--- src/rtl/lu_pkg.sv ---
// Shared definitions for the bitwise logic unit: op encodings and flag bit ordering.
// Latency: n/a (package only).
// Backpressure: n/a (package only).
package lu_pkg;

  // Width of the op select field.
  localparam int LU_OP_W = 3;

  // Op encodings; b is ignored for NOT and PASS.
  typedef enum logic [LU_OP_W-1:0] {
    LU_OP_AND  = 3'b000,
    LU_OP_OR   = 3'b001,
    LU_OP_XOR  = 3'b010,
    LU_OP_NAND = 3'b011,
    LU_OP_NOR  = 3'b100,
    LU_OP_XNOR = 3'b101,
    LU_OP_NOT  = 3'b110,
    LU_OP_PASS = 3'b111
  } lu_op_e;

  // Packed flag field is {parity, ones, zero}; these are the bit positions.
  localparam int LU_FLAG_W      = 3;
  localparam int LU_FLAG_ZERO   = 0;
  localparam int LU_FLAG_ONES   = 1;
  localparam int LU_FLAG_PARITY = 2;

endpackage

--- src/rtl/lu_core.sv ---
// Combinational WIDTH-bit bitwise logic unit producing a result and its {parity,ones,zero} flags.
// Latency: 0 cycles (purely combinational).
// Backpressure: none; the caller decides when the result is captured.
module lu_core
  import lu_pkg::*;
#(
  parameter int WIDTH = 4
) (
  input  logic [WIDTH-1:0]     a,
  input  logic [WIDTH-1:0]     b,
  input  logic [LU_OP_W-1:0]   op,
  output logic [WIDTH-1:0]     y,
  output logic [LU_FLAG_W-1:0] flags
);

  // Select the bitwise operation.
  always_comb begin
    y = '0;
    case (op)
      LU_OP_AND:  y = a & b;
      LU_OP_OR:   y = a | b;
      LU_OP_XOR:  y = a ^ b;
      LU_OP_NAND: y = ~(a & b);
      LU_OP_NOR:  y = ~(a | b);
      LU_OP_XNOR: y = ~(a ^ b);
      LU_OP_NOT:  y = ~a;
      default:    y = a;
    endcase
  end

  // Derive the status flags from the result.
  always_comb begin
    flags                 = '0;
    flags[LU_FLAG_ZERO]   = ~|y;
    flags[LU_FLAG_ONES]   = &y;
    flags[LU_FLAG_PARITY] = ^y;
  end

endmodule

--- src/rtl/logic_unit_pipe.sv ---
// Bitwise logic unit with valid/ready handshake and a 2-entry result buffer; optional pop counter under LU_STATS_EN.
// Latency: result visible the cycle after the push edge; held while the consumer stalls.
// Backpressure: in_ready drops when both buffer entries are full; empty output drives y and flags to 0.
module logic_unit_pipe
  import lu_pkg::*;
#(
  parameter int WIDTH = 4
`ifdef LU_STATS_EN
  ,
  parameter int CNT_W = 16
`endif
) (
  input  logic               clk,
  input  logic               rst_n,
  input  logic               in_valid,
  output logic               in_ready,
  input  logic [WIDTH-1:0]   a,
  input  logic [WIDTH-1:0]   b,
  input  logic [2:0]         op,
  output logic               out_valid,
  input  logic               out_ready,
  output logic [WIDTH-1:0]   y,
  output logic               flag_zero,
  output logic               flag_ones,
  output logic               flag_parity
`ifdef LU_STATS_EN
  ,
  output logic [CNT_W-1:0]   txn_count
`endif
);

  logic [WIDTH-1:0]     res_y;
  logic [LU_FLAG_W-1:0] res_f;

  logic [1:0]           occ_q, occ_d;
  logic [WIDTH-1:0]     head_y_q, head_y_d;
  logic [LU_FLAG_W-1:0] head_f_q, head_f_d;
  logic [WIDTH-1:0]     tail_y_q, tail_y_d;
  logic [LU_FLAG_W-1:0] tail_f_q, tail_f_d;

  logic push;
  logic pop;

  lu_core #(
    .WIDTH (WIDTH)
  ) u_core (
    .a     (a),
    .b     (b),
    .op    (op),
    .y     (res_y),
    .flags (res_f)
  );

  assign in_ready  = (occ_q != 2'd2);
  assign out_valid = (occ_q != 2'd0);
  assign push      = in_valid & in_ready;
  assign pop       = out_valid & out_ready;

  // Head entry drives the outputs; everything reads zero while empty.
  always_comb begin
    y           = out_valid ? head_y_q : '0;
    flag_zero   = out_valid & head_f_q[LU_FLAG_ZERO];
    flag_ones   = out_valid & head_f_q[LU_FLAG_ONES];
    flag_parity = out_valid & head_f_q[LU_FLAG_PARITY];
  end

  // Two-entry FIFO next state: head is always the oldest entry, tail only used at occupancy 2.
  always_comb begin
    occ_d    = occ_q;
    head_y_d = head_y_q;
    head_f_d = head_f_q;
    tail_y_d = tail_y_q;
    tail_f_d = tail_f_q;
    case (occ_q)
      2'd0: begin
        if (push) begin
          head_y_d = res_y;
          head_f_d = res_f;
          occ_d    = 2'd1;
        end
      end
      2'd1: begin
        if (push && pop) begin
          head_y_d = res_y;
          head_f_d = res_f;
        end else if (push) begin
          tail_y_d = res_y;
          tail_f_d = res_f;
          occ_d    = 2'd2;
        end else if (pop) begin
          occ_d    = 2'd0;
        end
      end
      default: begin
        // Full: no push possible, a pop promotes the tail.
        if (pop) begin
          head_y_d = tail_y_q;
          head_f_d = tail_f_q;
          occ_d    = 2'd1;
        end
      end
    endcase
  end

  // Buffer state registers, discarded asynchronously on reset.
  always_ff @(posedge clk or negedge rst_n) begin
    if (!rst_n) begin
      occ_q    <= 2'd0;
      head_y_q <= '0;
      head_f_q <= '0;
      tail_y_q <= '0;
      tail_f_q <= '0;
    end else begin
      occ_q    <= occ_d;
      head_y_q <= head_y_d;
      head_f_q <= head_f_d;
      tail_y_q <= tail_y_d;
      tail_f_q <= tail_f_d;
    end
  end

`ifdef LU_STATS_EN
  logic [CNT_W-1:0] cnt_q, cnt_d;

  // Saturating count of completed (popped) transactions.
  always_comb begin
    cnt_d = cnt_q;
    if (pop && (cnt_q != {CNT_W{1'b1}})) begin
      cnt_d = cnt_q + CNT_W'(1);
    end
  end

  // Counter register, cleared only by reset.
  always_ff @(posedge clk or negedge rst_n) begin
    if (!rst_n) begin
      cnt_q <= '0;
    end else begin
      cnt_q <= cnt_d;
    end
  end

  assign txn_count = cnt_q;
`endif

endmodule

--- config.mk ---
export PLATFORM = sky130hd
export DESIGN_NAME = logic_unit_pipe
export DESIGN_NICKNAME = d
export VERILOG_FILES = /design/src/rtl/lu_pkg.sv /design/src/rtl/lu_core.sv /design/src/rtl/logic_unit_pipe.sv
export SDC_FILE = /design/constraint.sdc
export NUM_CORES = 1
export LEC_CHECK = 0
export ABC_AREA = 1
export BUFFER_PORTS_ARGS = -buffer_cell sky130_fd_sc_hd__buf_2
export CAP_MARGIN = 20
export CELL_PAD_IN_SITES_DETAIL_PLACEMENT = 0
export CELL_PAD_IN_SITES_GLOBAL_PLACEMENT = 1
export CORE_UTILIZATION = 39
export DETAILED_ROUTE_END_ITERATION = 10
export MAX_ROUTING_LAYER = met4
export PLACE_DENSITY = 0.82
export SLEW_MARGIN = 20
export SYNTH_ARGS = -nofsm -noshare
export SYNTH_HDL_FRONTEND = slang
export SYNTH_SLANG_ARGS = --single-unit
--- constraint.sdc ---
create_clock -name clk -period 1.76 [get_ports clk]
set_clock_uncertainty 0.15 [all_clocks]
set_input_delay 0.264 -clock clk [delete_from_list [all_inputs] [get_ports clk]]
set_output_delay 0.264 -clock clk [all_outputs]
set_load 0.02 [all_outputs]
==> impl_metrics.csv, run 1 <==
group,metric,value,unit
die,fp-row-count,20,
yosys,synth_largest_area_cell,"dfrtp_1",
timing,hold_violations,0,
power_and_ir_drop,p_per_area,761.7,nW/um^2
detailed_routing,drt-total-wl,3.316,mm
grt,grt_use_total,19.58,%
yosys,synth_cells,188,
min_path,hold_start,"in_valid",
worst_setup_path,critPathTopFamily,"simple AND/OR/NAND/NOR gates",
placement,numPortBuffers,23,
clock_network,h-tree-depth,1,
power_and_ir_drop,cellInternalPower,888.9,uW
worst_setup_path,cp-start-kind,"primary input",
die,coreArea,3153,sq um
timing,rsz0062_at_grt,"yes",
grt,grt_pass1_wl,5.230,mm
yosys,avgSynthCellArea,7.108,sq um
worst_setup_path,worst-r2r-cell-count,5,
yosys,yosys_warnings,0,
yosys,ys_types,25,
power_and_ir_drop,combinationalPowerShare,46.8,%
timing,setup-violations-final,0,
yosys,syn-cell-area,1336,sq um
detailed_routing,vias,1330,
detailed_routing,dr.first_iter.drc_count,32,
detailed_routing,firstDrtPassIters,4,
worst_setup_path,crit_arrival,1760,ps
layout,synthToLayoutAreaGrowth,42.79,%
worst_setup_path,cp_num_cells,13,
status,outcome,"finished clean",
worst_setup_path,reg2reg_slack,360,ps
min_path,min_path_type,"primary input to flip-flop",
die,dieArea,3664,sq um
clock_network,cts_root_buffer,"clkbuf_4",
clock_network,cts_tree,"done",
grt,grt_start_max_net_pins,17,
clock_network,cts_max_path_buffers,2,
yosys,ys_seq_area_share,29.96,%
timing,fmax,580.1,MHz
power_and_ir_drop,switchingPower,564.4,uW
die,ios,24,
worst_setup_path,r2r_end,"head_y_q[0]$_DFFE_PN0P_",
timing,worstMarginPinSlew,360.2,ps
power_and_ir_drop,p_sw_share,38.84,%
timing,slew_headroom,75.99,%
timing,final.setup.tns,0,ps
layout,drive_above_1_share,45.26,%
min_path,holdPathEnd,"occ_q[1]$_DFFE_PN0P_",
detailed_routing,drc,0,
worst_setup_path,critPathCaptureType,"flip-flop",
layout,stdcell_count,276,
placement,dpl.hpwl,2.439,mm
grt,globalRouteOverflowTotal,0,
power_and_ir_drop,peakVddDrop,0.6126,mV
yosys,synth_top_area_share,29.96,%
yosys,ys_ff_latch,16,
worst_setup_path,worstPathRequired,1790,ps
grt,first_global_vias,1253,
die,fp.dieH,60.54,um
timing,timing.final.crit_period,1724,ps
clock_network,clkLatencyLatePin,300,ps
worst_setup_path,critPathBufInv,3,
detailed_routing,wl_per_cell,12.01,um
placement,dp.cells,269,
yosys,syn-num-nets,215,
worst_setup_path,cpMaxStageDelayCell,"ha_4",
detailed_routing,ant_nets,0,
clock_network,clk_pin_slew,100,ps
worst_setup_path,cp_max_fo,3,
clock_network,cts_made_buffers,3,
layout,fillers,305,
die,die_x,60.54,um
layout,antenna_cells,0,
die,start_util,42.38,%
power_and_ir_drop,leakage,0.0009755,uW
placement,place.gp.congestion,0.8491,
min_path,hold-path-cell-count,3,
clock_network,clock-sinks,16,
worst_setup_path,path_class,"primary input to flip-flop",
layout,nets,260,
timing,finalCritPeriodShare,97.95,%
detailed_routing,viasPerCell,4.819,
worst_setup_path,reg2reg_from,"occ_q[1]$_DFFE_PN0P_",
power_and_ir_drop,seqPwrFrac,35.9,%
worst_setup_path,cpPeakStageDelay,210,ps
flow_run,max_cap_viol_count,0,
power_and_ir_drop,pwr-share-clk,17.3,%
timing,slew_viol_final,0,
grt,antenna_found_initial,0,
worst_setup_path,worstPathCellList,"buf_2, inv_1, ha_4, nand4_1, nand2_1, nor2_2, nand3_2, inv_1, ha_4, xnor2_2, nand2_1, o211ai_1, o21ai_1",
yosys,yosys-top-cells-area,"dfrtp_1 30%, nand2_1 12%, ha_1 11%, inv_1 7.9%, nor2_1 5.9%",
-- per-stage QoR --
stage | total power [uW] | utilization, % | setup slack [ps] | area [sq um] | hold WS [ps]
after global routing | 1574 | 60.52 | -35.52 | 1908 | 124.4
after detailed placement | 1143 | 53.77 | -378.4 | 1695 | 54.11
after CTS | 1403 | 55.63 | 16.70 | 1754 | 99.57
final | 1453 | 60.52 | 36.02 | 1908 | 109.2
after floorplan | 927.4 | - | -65.14 | 1421 | -181.6
after global placement | 1128 | 53.77 | -373.7 | 1695 | 39.73
-- metal layers --
layer  global-route usage, %  part of all wire, %
met1                   25.59                   48
met2                   31.24                   49
met3                   4.478                  3.0
met4                   3.571                 0.30
met5                       -                    0
-- synth_stat cells --
cell      count
a21oi_1       3
buf_2         1
buf_4         1
buf_6         1
clkbuf_1      1
dfrtp_1      16
ha_1         12
inv_1        28
inv_2         5
inv_4         1
nand2_1      43
nand2_2       1
nand3_1       9
nand3_2       6
nand4_1       8
nor2_1       21
nor2_2        5
nor2_4        2
nor2_8        1
o211ai_1      4
o21ai_0       4
o21ai_1      12
o22ai_2       1
or2_2         1
xnor2_1       1
-- power by group through the flow --
stage | Sequential [uW] | Combinational [uW] | Clock, uW
6_report | 522 | 680 | 251
5_1_grt | 533 | 768 | 272
4_1_cts | 522 | 622 | 259
3_5_place_dp | 530 | 613 | 0
3_3_place_gp | 526 | 602 | 0
2_1_floorplan | 512 | 415 | 0
-- state kept, by name (all words and copies together) (netlist names) --
| name | cells |
|---|---|
| tail_y_q | 4 |
| head_y_q | 4 |
| head_f_q | 3 |
| tail_f_q | 3 |
| occ_q | 2 |
-- how the worst max path moves through the flow --
| stage | start | endpoint | slack (ps) |
|---|---|---|---|
| 6_report | a[2] | head_f_q[2]$_DFFE_PN0P_ | 40 |
| 5_1_grt | op[0] | head_f_q[2]$_DFFE_PN0P_ | -40 |
| 2_1_floorplan | op[1] | head_f_q[2]$_DFFE_PN0P_ | -70 |
| 3_3_place_gp | op[2] | head_f_q[2]$_DFFE_PN0P_ | -370 |
| 3_5_place_dp | op[2] | head_f_q[2]$_DFFE_PN0P_ | -380 |
| 4_1_cts | a[0] | head_f_q[2]$_DFFE_PN0P_ | 20 |
-- logic make-up (layout without fill, tap and decap cells) --
family | Yosys count | after routing | share of synthesized area, %
AND/OR/NAND/NOR | 97 | 97 | 36.05
buffers and inverters | 38 | 82 | 11.80
AO/OA/AOI/OAI | 24 | 24 | 10.30
flip-flops | 16 | 16 | 29.96
adder cells (fa/ha/maj) | 12 | 12 | 11.24
XOR/XNOR | 1 | 1 | 0.6556
-- worst reg2reg max path, cell delays in order (launching register included) --
cell     delay (ps)
dfrtp_2         480
nor2_4          220
o22ai_2         170
buf_4           180
nand2_1          60
nand2_1          50
-- layout by cell type (no fill, tap or decap) --
cell type and n:
xnor2_2 1, clkinv_8 1, nand3_4 2, nand3_2 13, nand4_1 8, nor2_2 8, or2_2 1, inv_2 10
nor2_4 4, o21ai_2 8, a21oi_1 3, clkbuf_4 4, nor2_1 16, inv_1 23, o21ai_1 8, ha_4 6
nand2_2 2, buf_4 18, dfrtp_2 1, o211ai_1 4, o22ai_2 1, buf_2 21, nor2_8 1, nand2_1 42
dlygate4sd3_1 2, clkbuf_8 1, buf_12 1, buf_6 1, dfrtp_1 15, ha_1 6
-- final cells by class --
cell class                 count  area, sq um  share of cell area (%)
tap                           44        55.05                   2.885
multi-input combinational    134        975.9                   51.15
sequential                    16        401.6                   21.05
clock buffer                   4        36.28                   1.902
timing repair buffer          44        299.0                   15.67
inverter                      34        140.1                   7.344
-- timing repair --
| action | CTS | global route |
|---|---|---|
| resized for setup | 1 | 29 |
| endpoints found under the hold margin | 17 | 0 |
| setup endpoints to repair | 2 | 4 |
| setup buffers | 0 | 1 |
| pin swaps | 0 | 6 |
| hold buffers | 2 | 0 |
No activity file was read; power rests on OpenSTA's default activity.
==> inputs of run 2 (changes only) <==
--- a/config.mk
+++ b/config.mk
@@ -14,6 +14,7 @@
 export DETAILED_ROUTE_END_ITERATION = 10
 export MAX_ROUTING_LAYER = met4
 export PLACE_DENSITY = 0.82
+export RECOVER_POWER = 50
 export SLEW_MARGIN = 20
 export SYNTH_ARGS = -nofsm -noshare
 export SYNTH_HDL_FRONTEND = slang
==> run 2 against run 1 <==
Register-to-register slack about the same. Sequential cell count unchanged. Worst setup slack got worse by 1.1 ps. Fmax about the same. Global-route usage unchanged. Final cell count unchanged. Clock-buffer cell count unchanged. Non-clock buffer count unchanged. Cell area decreased by 0.13%. Sequential share of layout area about the same. Die area unchanged. Sequential power about the same.
==> impl_metrics.csv, run 2 (synthesis results as in run 1) <==
group,metric,value,unit
placement,dpl.hpwl,2.439,mm
worst_setup_path,cp-start-kind,"primary input",
placement,place.gp.congestion,0.8491,
power_and_ir_drop,peakVddDrop,0.6123,mV
clock_network,clkLatencyLatePin,300,ps
layout,reg_top3,"head_y_q: 4 flops, tail_y_q: 4 flops",
min_path,min_path_type,"primary input to flip-flop",
power_and_ir_drop,power,1452,uW
worst_setup_path,reg2reg_slack,370,ps
placement,numPortBuffers,23,
clock_network,cts_made_buffers,3,
timing,rsz0062_at_grt,"yes",
timing,finalCritPeriodShare,98.02,%
grt,antenna_found_initial,0,
power_and_ir_drop,seqPwrFrac,36.0,%
grt,globalRouteOverflowTotal,0,
clock_network,cts_max_path_buffers,2,
layout,layout_common_cells,"42 x nand2_1, 23 x inv_1, 19 x buf_2, 18 x buf_4, 16 x nor2_1",
worst_setup_path,r2r_end,"head_y_q[0]$_DFFE_PN0P_",
detailed_routing,wl_per_cell,12.04,um
power_and_ir_drop,p_sw_share,38.87,%
power_and_ir_drop,switchingPower,564.2,uW
timing,timing.final.crit_period,1725,ps
detailed_routing,dr.first_iter.drc_count,33,
clock_network,cts_tree,"done",
power_and_ir_drop,cellInternalPower,887.5,uW
timing,slew_headroom,42.99,%
timing,slew_viol_final,0,
flow_run,max_cap_viol_count,0,
min_path,holdPathEnd,"occ_q[1]$_DFFE_PN0P_",
die,die_x,60.54,um
worst_setup_path,cp-startpoint,"a[2]",
detailed_routing,firstDrtPassIters,4,
die,dieArea,3664,sq um
clock_network,clock-sinks,16,
die,ios,24,
detailed_routing,ant_nets,0,
detailed_routing,drt-total-wl,3.323,mm
worst_setup_path,worstPathRequired,1790,ps
timing,worstMarginPinSlew,855.2,ps
grt,grt_start_max_net_pins,17,
worst_setup_path,cp_max_fo,3,
die,fp-row-count,20,
layout,drive_above_1_share,44.40,%
die,coreArea,3153,sq um
timing,setup-violations-final,0,
worst_setup_path,worst-r2r-cell-count,5,
worst_setup_path,path_class,"primary input to flip-flop",
min_path,hold_start,"in_valid",
timing,hold_violations,0,
layout,stdcell_count,276,
power_and_ir_drop,leakage,0.0009699,uW
layout,layout_commonest_cell,"nand2_1",
power_and_ir_drop,p_per_area,761.8,nW/um^2
clock_network,h-tree-depth,1,
detailed_routing,drc,0,
worst_setup_path,reg2reg_from,"occ_q[1]$_DFFE_PN0P_",
power_and_ir_drop,pwr-share-clk,17.3,%
placement,dp.cells,269,
timing,fmax,579.7,MHz
clock_network,clk_pin_slew,100,ps
min_path,hold-path-cell-count,3,
worst_setup_path,critPathCaptureType,"flip-flop",
layout,antenna_cells,0,
status,outcome,"finished clean",
layout,synthToLayoutAreaGrowth,42.60,%
power_and_ir_drop,combinationalPowerShare,46.7,%
layout,final_core_util,60.44,%
layout,nets,260,
clock_network,cts_root_buffer,"clkbuf_4",
detailed_routing,vias,1328,
detailed_routing,viasPerCell,4.812,
grt,first_global_vias,1253,
grt,grt_pass1_wl,5.230,mm
worst_setup_path,crit_arrival,1760,ps
die,start_util,42.38,%
grt,grt_use_total,19.58,%
die,fp.dieH,60.54,um
[run 2: changes by cell type in the layout (fill, tap and decap cells not counted), sizes merged]
cell,before,now
buf,41,39
clkbuf,5,7
[run 2: per-stage QoR]
stage	instance area [sq um]	worst slack [ps]	hold slack (ps)	setup TNS (ps)
after floorplan	1421	-65.14	-181.6	-65.14
after global placement	1695	-373.7	39.73	-1289
after CTS	1754	16.70	99.57	0
after detailed placement	1695	-378.4	54.11	-1280
after global routing	1906	-35.52	124.4	-35.52
final	1906	34.93	110.5	0
[run 2: worst max path at each step]
stage	endpoint	slack [ps]	depth (start not counted)
floorplan	head_f_q[2]$_DFFE_PN0P_	-70	12
global placement	head_f_q[2]$_DFFE_PN0P_	-370	11
detailed placement	head_f_q[2]$_DFFE_PN0P_	-380	11
CTS	head_f_q[2]$_DFFE_PN0P_	20	13
global route	head_f_q[2]$_DFFE_PN0P_	-40	13
finish	head_f_q[2]$_DFFE_PN0P_	30	13
[run 2: critical path: stages]
cell and delay, ps:
buf_2 110, inv_1 90, ha_4 200, nand4_1 60
nand2_1 60, nor2_2 140, nand3_2 90, inv_1 110
ha_4 210, xnor2_2 170, nand2_1 70, o211ai_1 90
o21ai_1 80
[run 2: cell type report]
class | instances | area (sq um)
inverters | 34 | 140.1
clock buffers | 4 | 36.28
fillers | 306 | 1247
multi-input cells | 134 | 975.9
flip-flops and latches | 16 | 401.6
repair buffers | 44 | 296.5
well taps | 44 | 55.05
[run 2: timing repair]
action,in CTS,in global routing
endpoints found under the hold margin,17,0
hold buffers,2,0
pin swaps,0,6
buffers inserted,0,1
resized for setup,1,29
endpoints found under the setup margin,2,4
[run 2: power groups by stage]
| stage | combinational (uW) | sequential, uW | clock [uW] |
|---|---|---|---|
| 2_1_floorplan | 415 | 512 | 0 |
| 4_1_cts | 622 | 522 | 259 |
| 5_1_grt | 766 | 533 | 272 |
| 6_report | 678 | 522 | 251 |
| 3_5_place_dp | 613 | 530 | 0 |
| 3_3_place_gp | 602 | 526 | 0 |
[run 2: metal layers]
layer | vias up | part of all wire [%] | GRT usage (%)
met5 | - | 0 | -
met4 | 0 | 0.30 | 3.571
met3 | 2 | 3.0 | 4.478
met2 | 16 | 49 | 31.24
met1 | 618 | 48 | 25.59
li1 | 692 | - | -
==> inputs of run 3 (changes only) <==
==> constraint.sdc (replaced) <==
create_clock -name clk -period 1.94 [get_ports clk]
set_clock_uncertainty 0.15 [all_clocks]
set_input_delay 0.291 -clock clk [delete_from_list [all_inputs] [get_ports clk]]
set_output_delay 0.291 -clock clk [all_outputs]
set_load 0.02 [all_outputs]
==> run 3 against run 2 <==
Cell area down 10%. Utilization decreased by 6.1 points. Sequential share of layout area grew 2.4 points. Worst hold slack got worse by 73 ps. Final cell count increased by 1.4%. Highest routed layer unchanged.
==> impl_metrics.csv, run 3 (synthesis results as in run 1) <==
group,metric,value,unit
status,outcome,"finished clean",
timing,worstMarginPinSlew,886.2,ps
timing,timing.final.crit_period,1846,ps
detailed_routing,viasPerCell,4.804,
worst_setup_path,worstPathCellList,"buf_2, inv_1, ha_1, nand4_1, nand2_1, nor2_2, nand3_2, inv_1, ha_1, xnor2_1, nand2_1, o211ai_1, o21ai_1",
die,dieArea,3664,sq um
die,fp.dieH,60.54,um
detailed_routing,dr.first_iter.drc_count,51,
layout,layout_commonest_cell,"nand2_1",
worst_setup_path,worstPathRequired,1960,ps
power_and_ir_drop,p_per_area,714.5,nW/um^2
worst_setup_path,critPathBufInv,3,
grt,first_global_vias,1301,
die,coreArea,3153,sq um
timing,hold_violations,0,
detailed_routing,drc,0,
die,die_x,60.54,um
layout,antenna_cells,0,
die,start_util,42.38,%
placement,placed_cell_area,1659,sq um
clock_network,clk_pin_slew,90,ps
worst_setup_path,path_class,"primary input to flip-flop",
timing,slew_headroom,40.92,%
timing,slew_viol_final,0,
clock_network,h-tree-depth,1,
detailed_routing,vias,1345,
clock_network,post_cts_buffers,0,
placement,place.gp.congestion,0.8615,
clock_network,clock-sinks,16,
grt,grt_use_total,19.71,%
worst_setup_path,cp-start-kind,"primary input",
worst_setup_path,crit_arrival,1870,ps
layout,synthToLayoutAreaGrowth,28.18,%
detailed_routing,drt-total-wl,3.128,mm
detailed_routing,ant_nets,0,
grt,antenna_found_initial,0,
timing,fmax,541.8,MHz
clock_network,cts_tree,"done",
layout,fillers,321,
placement,dp.cells,275,
clock_network,clkLatencyLatePin,280,ps
detailed_routing,firstDrtPassIters,4,
layout,reg_top3,"head_y_q: 4 flops, tail_y_q: 4 flops",
placement,numPortBuffers,23,
worst_setup_path,cp-startpoint,"a[2]",
worst_setup_path,critPathCaptureType,"flip-flop",
clock_network,cts_root_buffer,"clkbuf_4",
timing,setup-violations-final,0,
detailed_routing,wl_per_cell,11.17,um
power_and_ir_drop,peakVddDrop,0.2916,mV
clock_network,cts_made_buffers,3,
worst_setup_path,cp_max_fo,3,
die,fp-row-count,20,
die,ios,24,
timing,rsz0062_at_grt,"yes",
layout,stdcell_count,280,
grt,grt_pass1_wl,5.230,mm
worst_setup_path,reg2reg_from,"occ_q[1]$_DFFE_PN0P_",
layout,layout_common_cells,"43 x nand2_1, 28 x inv_1, 24 x buf_4, 22 x buf_2, 18 x nor2_1",
layout,final_core_util,54.33,%
placement,dpl.hpwl,2.469,mm
power_and_ir_drop,leakage,0.0009592,uW
timing,finalCritPeriodShare,95.14,%
layout,drive_above_1_share,32.63,%
min_path,min_path_type,"primary input to flip-flop",
grt,globalRouteOverflowTotal,0,
worst_setup_path,cpPeakStageDelay,310,ps
layout,nets,264,
clock_network,cts_max_path_buffers,2,
layout,postLayoutCellArea,1713,sq um
flow_run,max_cap_viol_count,0,
worst_setup_path,critPathTopFamily,"adder cells",
grt,grt_start_max_net_pins,17,
worst_setup_path,cpMaxStageDelayCell,"ha_1",
min_path,hold_start,"out_ready",
-- run 3: final cells by class --
class / instances / area [sq um] / area share, %
timing repair buffer: 48 / 304.0 / 17.75
multi-input combinational: 134 / 785.8 / 45.87
sequential: 16 / 401.6 / 23.45
inverter: 34 / 130.1 / 7.597
clock buffer: 4 / 36.28 / 2.118
tap: 44 / 55.05 / 3.214
-- run 3: power by group --
group / total, uW / leakage [uW] / internal [uW] / switching, uW
combinational: 533 / 0.000737 / 215 / 318
clock: 217 / 0.0000210 / 114 / 103
sequential: 474 / 0.000201 / 426 / 47.5
-- run 3: final timing paths --
kind	end	slack (ps)	cells past startpoint
max	head_f_q[2]$_DFFE_PN0P_	90	13
min	occ_q[1]$_DFFE_PN0P_	40	2
max reg2reg	tail_y_q[0]$_DFFE_PN0P_	320	6
min reg2reg	head_y_q[0]$_DFFE_PN0P_	340	2
max in group asynchronous	occ_q[1]$_DFFE_PN0P_	550	2
min in group asynchronous	occ_q[0]$_DFFE_PN0P_	500	2
-- run 3: timing repair --
action / CTS / global route
endpoints found under the hold margin: 16 / 0
resized for setup: 0 / 4
hold buffers: 1 / 0
setup endpoints to repair: 0 / 2
-- run 3: routing by layer --
layer | vias to the layer above | track usage [%] | share of wire, %
met5 | - | - | 0
met4 | 0 | 12.01 | 1.9
met3 | 6 | 1.493 | 3.6
met2 | 38 | 34.85 | 51
met1 | 605 | 21.37 | 44
li1 | 696 | - | -
-- run 3: stage by stage --
stage / power, uW / hold WS [ps] / setup TNS, ps / setup slack (ps)
floorplan: 822.1 / -154.6 / 0 / 5.813
global placement: 992.9 / 70.49 / -281.4 / -174.0
detailed placement: 1010 / 80.12 / -465.1 / -231.5
CTS: 1234 / 32.38 / 0 / 8.478
global route: 1323 / 32.39 / -55.34 / -55.34
finish: 1224 / 37.89 / 0 / 94.22
